===== src/rtl/paint_sequencer.sv =====
// Frame sequencer: optional background clear, then one paint_element run per descriptor,
// muxed onto a single frame-buffer write port. Clear pass compiled in with PAINT_SEQ_CLEAR_EN.
module paint_sequencer #(
  parameter int         COOR_WIDTH   = 11,
  parameter int         IDX_WIDTH    = 4,
  parameter int         FRAME_WIDTH  = 800,
  parameter int         FRAME_HEIGHT = 600,
  parameter logic [1:0] BG_PALETTE   = 2'd0,
  parameter int         PIPE_SKIP    = 2
)(
  input  logic                  clk_33m,
  input  logic                  rst_n,
  input  logic                  frame_start,
  input  logic [IDX_WIDTH:0]    elem_count,
  output logic [IDX_WIDTH-1:0]  elem_idx,
  input  logic [COOR_WIDTH-1:0] desc_sprite_x,
  input  logic [COOR_WIDTH-1:0] desc_sprite_y,
  input  logic [COOR_WIDTH-1:0] desc_frame_x,
  input  logic [COOR_WIDTH-1:0] desc_frame_y,
  input  logic [COOR_WIDTH-1:0] desc_width,
  input  logic [COOR_WIDTH-1:0] desc_height,
  output logic                  pe_start,
  output logic [COOR_WIDTH-1:0] pe_sprite_x,
  output logic [COOR_WIDTH-1:0] pe_sprite_y,
  output logic [COOR_WIDTH-1:0] pe_frame_x,
  output logic [COOR_WIDTH-1:0] pe_frame_y,
  output logic [COOR_WIDTH-1:0] pe_width,
  output logic [COOR_WIDTH-1:0] pe_height,
  input  logic [COOR_WIDTH-1:0] pe_write_x,
  input  logic [COOR_WIDTH-1:0] pe_write_y,
  input  logic [1:0]            pe_write_palette,
  input  logic                  pe_finished,
  output logic                  fb_we,
  output logic [COOR_WIDTH-1:0] fb_x,
  output logic [COOR_WIDTH-1:0] fb_y,
  output logic [1:0]            fb_palette,
  output logic                  busy,
  output logic                  frame_done,
  output logic                  frame_overrun
);

  typedef enum logic [2:0] {
    S_IDLE, S_CLEAR, S_FETCH, S_START, S_PAINT, S_ADVANCE, S_DONE
  } state_t;

  localparam int                   SKW  = (PIPE_SKIP < 1) ? 1 : $clog2(PIPE_SKIP + 1);
  localparam logic [IDX_WIDTH:0]   MAXN = {1'b1, {IDX_WIDTH{1'b0}}};
  localparam logic [COOR_WIDTH-1:0] XLIM = COOR_WIDTH'(FRAME_WIDTH);
  localparam logic [COOR_WIDTH-1:0] YLIM = COOR_WIDTH'(FRAME_HEIGHT);

  state_t                r_state, w_next;
  logic [IDX_WIDTH:0]    r_n;
  logic [IDX_WIDTH-1:0]  r_idx;
  logic [SKW-1:0]        r_skip;
  logic                  r_overrun;
  logic [COOR_WIDTH-1:0] r_sx, r_sy, r_fx, r_fy, r_w, r_h;
  logic [IDX_WIDTH:0]    w_n_in;
  logic                  w_last_elem, w_skip_zero, w_in_frame;

`ifdef PAINT_SEQ_CLEAR_EN
  localparam logic [COOR_WIDTH-1:0] XMAX = COOR_WIDTH'(FRAME_WIDTH - 1);
  localparam logic [COOR_WIDTH-1:0] YMAX = COOR_WIDTH'(FRAME_HEIGHT - 1);
  logic [COOR_WIDTH-1:0] r_cx, r_cy;
  logic                  w_clear_last;
  assign w_clear_last = (r_cx == XMAX) && (r_cy == YMAX);
`else
  logic [1:0] w_unused_bg;
  assign w_unused_bg = BG_PALETTE;
`endif

  assign w_n_in      = (elem_count > MAXN) ? MAXN : elem_count;
  assign w_last_elem = (({1'b0, r_idx} + 1'b1) == r_n);
  assign w_skip_zero = (r_skip == '0);
  assign w_in_frame  = (pe_write_x < XLIM) && (pe_write_y < YLIM);

  assign elem_idx      = r_idx;
  assign busy          = (r_state != S_IDLE);
  assign frame_overrun = r_overrun;
  assign pe_sprite_x   = r_sx;
  assign pe_sprite_y   = r_sy;
  assign pe_frame_x    = r_fx;
  assign pe_frame_y    = r_fy;
  assign pe_width      = r_w;
  assign pe_height     = r_h;

  always_ff @(posedge clk_33m or negedge rst_n) begin
    if (!rst_n) r_state <= S_IDLE;
    else        r_state <= w_next;
  end

  always_comb begin
    w_next     = r_state;
    pe_start   = 1'b0;
    fb_we      = 1'b0;
    fb_x       = '0;
    fb_y       = '0;
    fb_palette = 2'd0;
    frame_done = 1'b0;
    case (r_state)
`ifdef PAINT_SEQ_CLEAR_EN
      S_IDLE: if (frame_start) w_next = S_CLEAR;
      S_CLEAR: begin
        fb_we      = 1'b1;
        fb_x       = r_cx;
        fb_y       = r_cy;
        fb_palette = BG_PALETTE;
        if (w_clear_last) w_next = (r_n != '0) ? S_FETCH : S_DONE;
      end
`else
      S_IDLE: if (frame_start) w_next = (w_n_in != '0) ? S_FETCH : S_DONE;
`endif
      S_FETCH:
        w_next = ((desc_width == '0) || (desc_height == '0)) ? S_ADVANCE : S_START;
      S_START: begin
        pe_start = 1'b1;
        w_next   = S_PAINT;
      end
      S_PAINT: begin
        // palette 0 is transparent; off-frame pixels are dropped rather than wrapped
        fb_x       = pe_write_x;
        fb_y       = pe_write_y;
        fb_palette = pe_write_palette;
        fb_we      = w_skip_zero && !pe_finished && (pe_write_palette != 2'd0) && w_in_frame;
        if (w_skip_zero && pe_finished) w_next = S_ADVANCE;
      end
      S_ADVANCE: w_next = w_last_elem ? S_DONE : S_FETCH;
      S_DONE: begin
        frame_done = 1'b1;
        w_next     = S_IDLE;
      end
      default: w_next = S_IDLE;
    endcase
  end

  always_ff @(posedge clk_33m or negedge rst_n) begin
    if (!rst_n) begin
      r_n       <= '0;
      r_idx     <= '0;
      r_skip    <= '0;
      r_overrun <= 1'b0;
      r_sx      <= '0;
      r_sy      <= '0;
      r_fx      <= '0;
      r_fy      <= '0;
      r_w       <= '0;
      r_h       <= '0;
`ifdef PAINT_SEQ_CLEAR_EN
      r_cx      <= '0;
      r_cy      <= '0;
`endif
    end else begin
      r_overrun <= frame_start && (r_state != S_IDLE);
      case (r_state)
        S_IDLE: if (frame_start) begin
          r_n   <= w_n_in;
          r_idx <= '0;
`ifdef PAINT_SEQ_CLEAR_EN
          r_cx  <= '0;
          r_cy  <= '0;
`endif
        end
`ifdef PAINT_SEQ_CLEAR_EN
        S_CLEAR: begin
          if (r_cx == XMAX) begin
            r_cx <= '0;
            r_cy <= r_cy + 1'b1;
          end else begin
            r_cx <= r_cx + 1'b1;
          end
        end
`endif
        S_FETCH: begin
          r_sx <= desc_sprite_x;
          r_sy <= desc_sprite_y;
          r_fx <= desc_frame_x;
          r_fy <= desc_frame_y;
          r_w  <= desc_width;
          r_h  <= desc_height;
        end
        S_START: r_skip <= SKW'(PIPE_SKIP);
        S_PAINT: if (!w_skip_zero) r_skip <= r_skip - 1'b1;
        S_ADVANCE: if (!w_last_elem) r_idx <= r_idx + 1'b1;
        default: ;
      endcase
    end
  end

endmodule


===== config.mk =====
export PLATFORM = sky130hd
export DESIGN_NAME = paint_sequencer
export DESIGN_NICKNAME = d
export VERILOG_FILES = /design/src/rtl/paint_sequencer.sv
export SDC_FILE = /design/constraint.sdc
export NUM_CORES = 1
export LEC_CHECK = 0
export CORE_AREA = 5 5 102 104
export CTS_BUF_LIST = sky130_fd_sc_hd__clkbuf_4
export CTS_CLUSTER_SIZE = 10
export DETAILED_ROUTE_END_ITERATION = 10
export DIE_AREA = 0 0 107 109
export PLACE_DENSITY = 0.83
export SETUP_SLACK_MARGIN = 0.05
export SLEW_MARGIN = 0
export SYNTH_ARGS = -nofsm -noshare
export SYNTH_HDL_FRONTEND = slang
export SYNTH_SLANG_ARGS = --single-unit

===== constraint.sdc =====
create_clock -name clk_33m -period 2.3 [get_ports clk_33m]
set_clock_uncertainty 0.1 [all_clocks]
set_input_delay 0.23 -clock clk_33m [delete_from_list [all_inputs] [get_ports clk_33m]]
set_output_delay 0.23 -clock clk_33m [all_outputs]
set_load 0.01 [all_outputs]

# After elaboration in Yosys (flattened, before gate mapping)
# Index checks and enable logic that the tools add are counted.
[totals]
output_inout_bits = 99
in_bits = 99
reg_bits = 81
wordCells = 66
[op_classes]
eq_ne = 10
muxes = 18
n_lt_le_gt_ge = 3
add_sub_neg = 3
n_reduce_logical = 21
[op_table]
columns = ["cell", "count"]
rows = [
  ["11-bit zero test", 2],
  ["11-bit by 10-bit less-than comparator with 1-bit output, second input constant", 2],
  ["11-bit two-way mux", 2],
  ["3-bit two-way mux", 5],
  ["3-bit case mux with 5 select lines", 1],
  ["3-bit equality test, second input constant", 3],
  ["4-bit two-way mux", 2],
  ["2-bit != test, second input constant", 4],
  ["4-bit case mux with 2 select lines", 1],
  ["3-bit by 2-bit equality test with 1-bit output, second input constant", 2],
  ["1-bit logical AND", 6],
  ["2-bit AND reduction", 3],
  ["2-bit nonzero test", 3],
  ["4-bit by 1-bit adder with 5-bit output, second input constant", 1],
  ["5-bit equality test", 1],
  ["5-bit greater-than comparator, second input constant", 1],
  ["5-bit two-way mux", 1],
  ["5-bit nonzero test", 1],
  ["4-bit by 1-bit adder with 4-bit output, second input constant", 1],
  ["2-bit two-way mux", 2],
  ["2-bit case mux with 2 select lines", 1],
  ["3-bit zero test", 1],
  ["1-bit two-way mux", 3],
  ["3-bit AND reduction", 1],
  ["5 further kinds", 5],
]

# Longest topological paths before layout
[depth]
ltp_word = 6
depth_mapped = 6
depth_no_buf = 6

# Worst setup path after synthesis
# No wires, ideal clock.
[synth_timing]
path_type = "register to output"
startpoint = "reg r_skip[0]"
endpoint = "out fb_we"
stages_incl_launch_ff = 6
path_buffers = 0
t_arrival_ps = 1594
t_required_ps = 1970
path_slack_ps = 376
cell_sequence = "dfrtp_1 -> inv_1 -> ha_1 -> nor4b_1 -> o211ai_1 -> a2111oi_0"
[synth_via]
elab_chain_cells = 5
[synth_lines]
columns = ["item", "line_no", "source"]
rows = [
  ["start: declaration", "54", "logic [SKW-1:0] r_skip;"],
  ["start signal: assignment", "180", "S_START: r_skip <= SKW'(PIPE_SKIP);"],
  ["start signal: assignment", "181", "S_PAINT: if (!w_skip_zero) r_skip <= r_skip - 1'b1;"],
  ["2-bit zero test", "73", "assign w_skip_zero = (r_skip == '0);"],
  ["1-bit logical AND (3 in a row)", "123", "fb_we = w_skip_zero && !pe_finished && (pe_write_palette != 2'd0) && w_in_frame;"],
  ["1-bit two-way mux", "99", "case (r_state)"],
  ["end: declaration", "33", "output logic fb_we,"],
]
# No other way between the ends.

# Worst setup path after layout
[layout_timing]
startpoint = "reg r_skip[1]"
endpoint = "out fb_we"
# The elaborated chain is that of the path after synthesis.

==> run metrics <==
run status=finished clean; DRT Wirelength=10700 um; Detail Placement HPWL=8330 um; minimum clock period after layout=2.19 ns; Placer Congestion=slightly below 0.8; IO Pins=slightly below 200; crit path DAT=~1.9 ns; Slew Viols, Final=0; Crit Path Class=reg2out; Placed Cells incl. Taps=584; Initial DRC Count=146; PwrDens=1270 nW/um^2; Total GRT Usage=0.186; core area=between 9000 and 10000 um^2; dpl cell area=between 5000 and 6000 um^2; Root Buffer=clkbuf_4; H-tree depth=3; PortBufs=197; hold slack=0.185 ns; vias in the first global route=3277; vias per inst=5.00; Peak Freq=456 MHz; Initial Util=0.384; critical path's largest stage delay=0.41 ns; RSZ-0062 raised after global routing=true; slew margin rel.=0.709; Peak VDD IR=0.000698 V; CP Data Required Time=1.97 ns; pin count of the biggest net entering global routing=just under 70; Max Cap Viol=0; Synth Warn #=0; CP max-delay cell=dfrtp_1; Final nets=586; top cell type by total area after synthesis=dfrtp_1; worst-skew pair later-pin latency=~0.4 ns; Post-synth EDFFs=0; Diodes inserted=0; first-pass GRT wire length=16800 um; initial antenna violation count=0; Final Setup Violations=0; Clk pin slew, worst setup/hold paths=approximately 0.12 ns; Syn-to-layout area delta=64.8%; clk buf depth=2; Yosys top cell area share=0.558; post-synthesis register bit count=81; Critical Path, Cell by Cell=inv_2, ha_4, nor4b_4, o211ai_1, a2111oi_2, buf_2; Area contributors post-synth=dfrtp_1, mux2_2, and3_1; GRT overflow=0; Syn Nets=376; CTS buffer count=9; Slew @ Worst Pin=between 0.4 and 0.5 ns; Cell Rows=36; fin crit share=0.954; area of the multi-input gates=1560 um^2; Routed WL per cell=17.8 um; Die ar.=11700 um^2; CTS tree=yes; ys flop type=dfrtp_1; TritonRoute pass-1 iters=6; CP Max Fanout=2; share of cells above drive strength 1=0.237; die extent in x=107 um; asr flop ratio synth=1.00; Post-Syn Instances=approximately 280; Final Power=7.59 mW; Sink Count=81; CP startpoint kind=flop; post-route ant nets=0; Non-Filler Instances=603; Setup Total Neg Slack=0 ns; most frequent cells in the layout=clkdlybuf4s50_1, dfrtp_1, mux2_2; Fillers=740; LEAKAGE=between 2 and 3 nW; Bufs and invs on worst path=2; DRC=0; register area share after synthesis=0.558; Yosys cell types=47; endpoints failing hold=0; mapped cell area=3630 um^2; CP endpoint kind=output port; Die Y=109 um; register area=2030 um^2; HP Class=in2async; via count=3018; Syn Area/Cell=13.2 um^2; Crit path max-delay family=compound AO/OA/AOI/OAI gates; commonest non-fill, non-tap cell in the layout=clkdlybuf4s50_1; final instance area=5990 um^2
==> synthesized netlist by cell type (2+ instances only) <==
master / count
dfrtp_1: 81
nor4b_1: 3
xnor2_1: 3
nor2_1: 5
nand2b_1: 5
a21o_1: 3
and3_1: 24
and2_1: 3
o311ai_0: 2
nor3_1: 4
a211oi_1: 2
xor2_1: 3
nand3_1: 3
nor4_1: 4
nor2b_1: 2
inv_1: 4
a211o_1: 2
buf_6: 4
nor3b_1: 3
ha_1: 2
mux2_2: 67
o21ai_0: 6
clkbuf_1: 5
nand2_1: 8
buf_2: 5
==> per-layer routing <==
metal / vias to the layer above / GRT usage / wire (um)
met3: 7 / 0.0799 / 1090
met4: 0 / 0.0493 / 89
met5: - / 0 / 0
met1: 1465 / 0.201 / 4010
li1: 1417 / - / -
met2: 129 / 0.335 / 5550
==> flip-flops by register name (all words and copies together) (netlist names) <==
| signal | count |
|---|---|
| pe_frame_x | 11 |
| pe_frame_y | 11 |
| pe_height | 11 |
| pe_sprite_x | 11 |
| pe_sprite_y | 11 |
| pe_width | 11 |
| r_n | 5 |
| elem_idx | 4 |
| r_state | 3 |
| r_skip | 2 |
| frame_overrun | 1 |
==> path summary, 6_finish.rpt <==
path / startpoint / to / slack (ns) / cells past startpoint
worst max-delay path: r_skip[1] / fb_we / 0.11 / 6
worst min-delay path: rst_n / r_n[3] / 0.19 / 2
worst max register to register: elem_idx[0] / r_state[2] / 0.25 / 6
worst min register to register: pe_sprite_y[3] / pe_sprite_y[3] / 0.41 / 1
max in group asynchronous: rst_n / pe_frame_y[10] / 1.31 / 3
min in group clk_33m: desc_frame_y[5] / pe_frame_y[5] / 0.32 / 2
==> repair_timing <==
item	4_1_cts	5_1_grt
hold buffers	1	0
buffers inserted	2	0
gates resized for setup	41	8
hold endpoints to repair	49	0
cloned	1	0
setup endpoints to repair	27	2
pin swaps	1	2
==> per-stage QoR <==
stage | utilization | setup WS [ns]
4_1_cts | 0.630 | 0.0190
3_5_place_dp | 0.610 | -0.538
5_1_grt | 0.633 | -0.00808
2_1_floorplan | - | 0.376
6_report | 0.633 | 0.107
3_3_place_gp | 0.610 | -0.543
==> power breakdown <==
group,internal [mW],leakage [nW],switching (mW)
logic,2.45,1.57,1.65
registers,2.14,0.960,0.425
clock network,0.456,0.0844,0.460
total,5.05,2.62,2.54
==> cells by family (layout without fill, tap and decap cells) <==
| family | count (synthesis) | in the layout | synth area share |
|---|---|---|---|
| AOI/OAI and AO/OA | 25 | 25 | 0.0499 |
| xor gates and xnor gates | 7 | 7 | 0.0189 |
| adders and majority gates | 2 | 2 | 0.00688 |
| buffers and inverters | 18 | 232 | 0.0286 |
| DFF | 81 | 81 | 0.558 |
| muxes | 69 | 69 | 0.213 |
| and+or+nand+nor | 73 | 73 | 0.125 |
==> cell type report <==
cell class | instances | share of cell area
timing repair buffer | 213 | 0.349
multi-input combinational | 176 | 0.260
clock buffer | 11 | 0.0138
sequential | 81 | 0.339
clock inverter | 4 | 0.0115
tap | 114 | 0.0238
inverter | 4 | 0.00251
==> worst register-to-register path, stage by stage (launching register included) <==
cell	delay, ns
dfrtp_1	0.51
ha_1	0.38
xor2_1	0.17
nor2_1	0.18
nand4_2	0.20
a21o_1	0.23
a211oi_2	0.20
No activity file was read; power rests on OpenSTA's default activity.
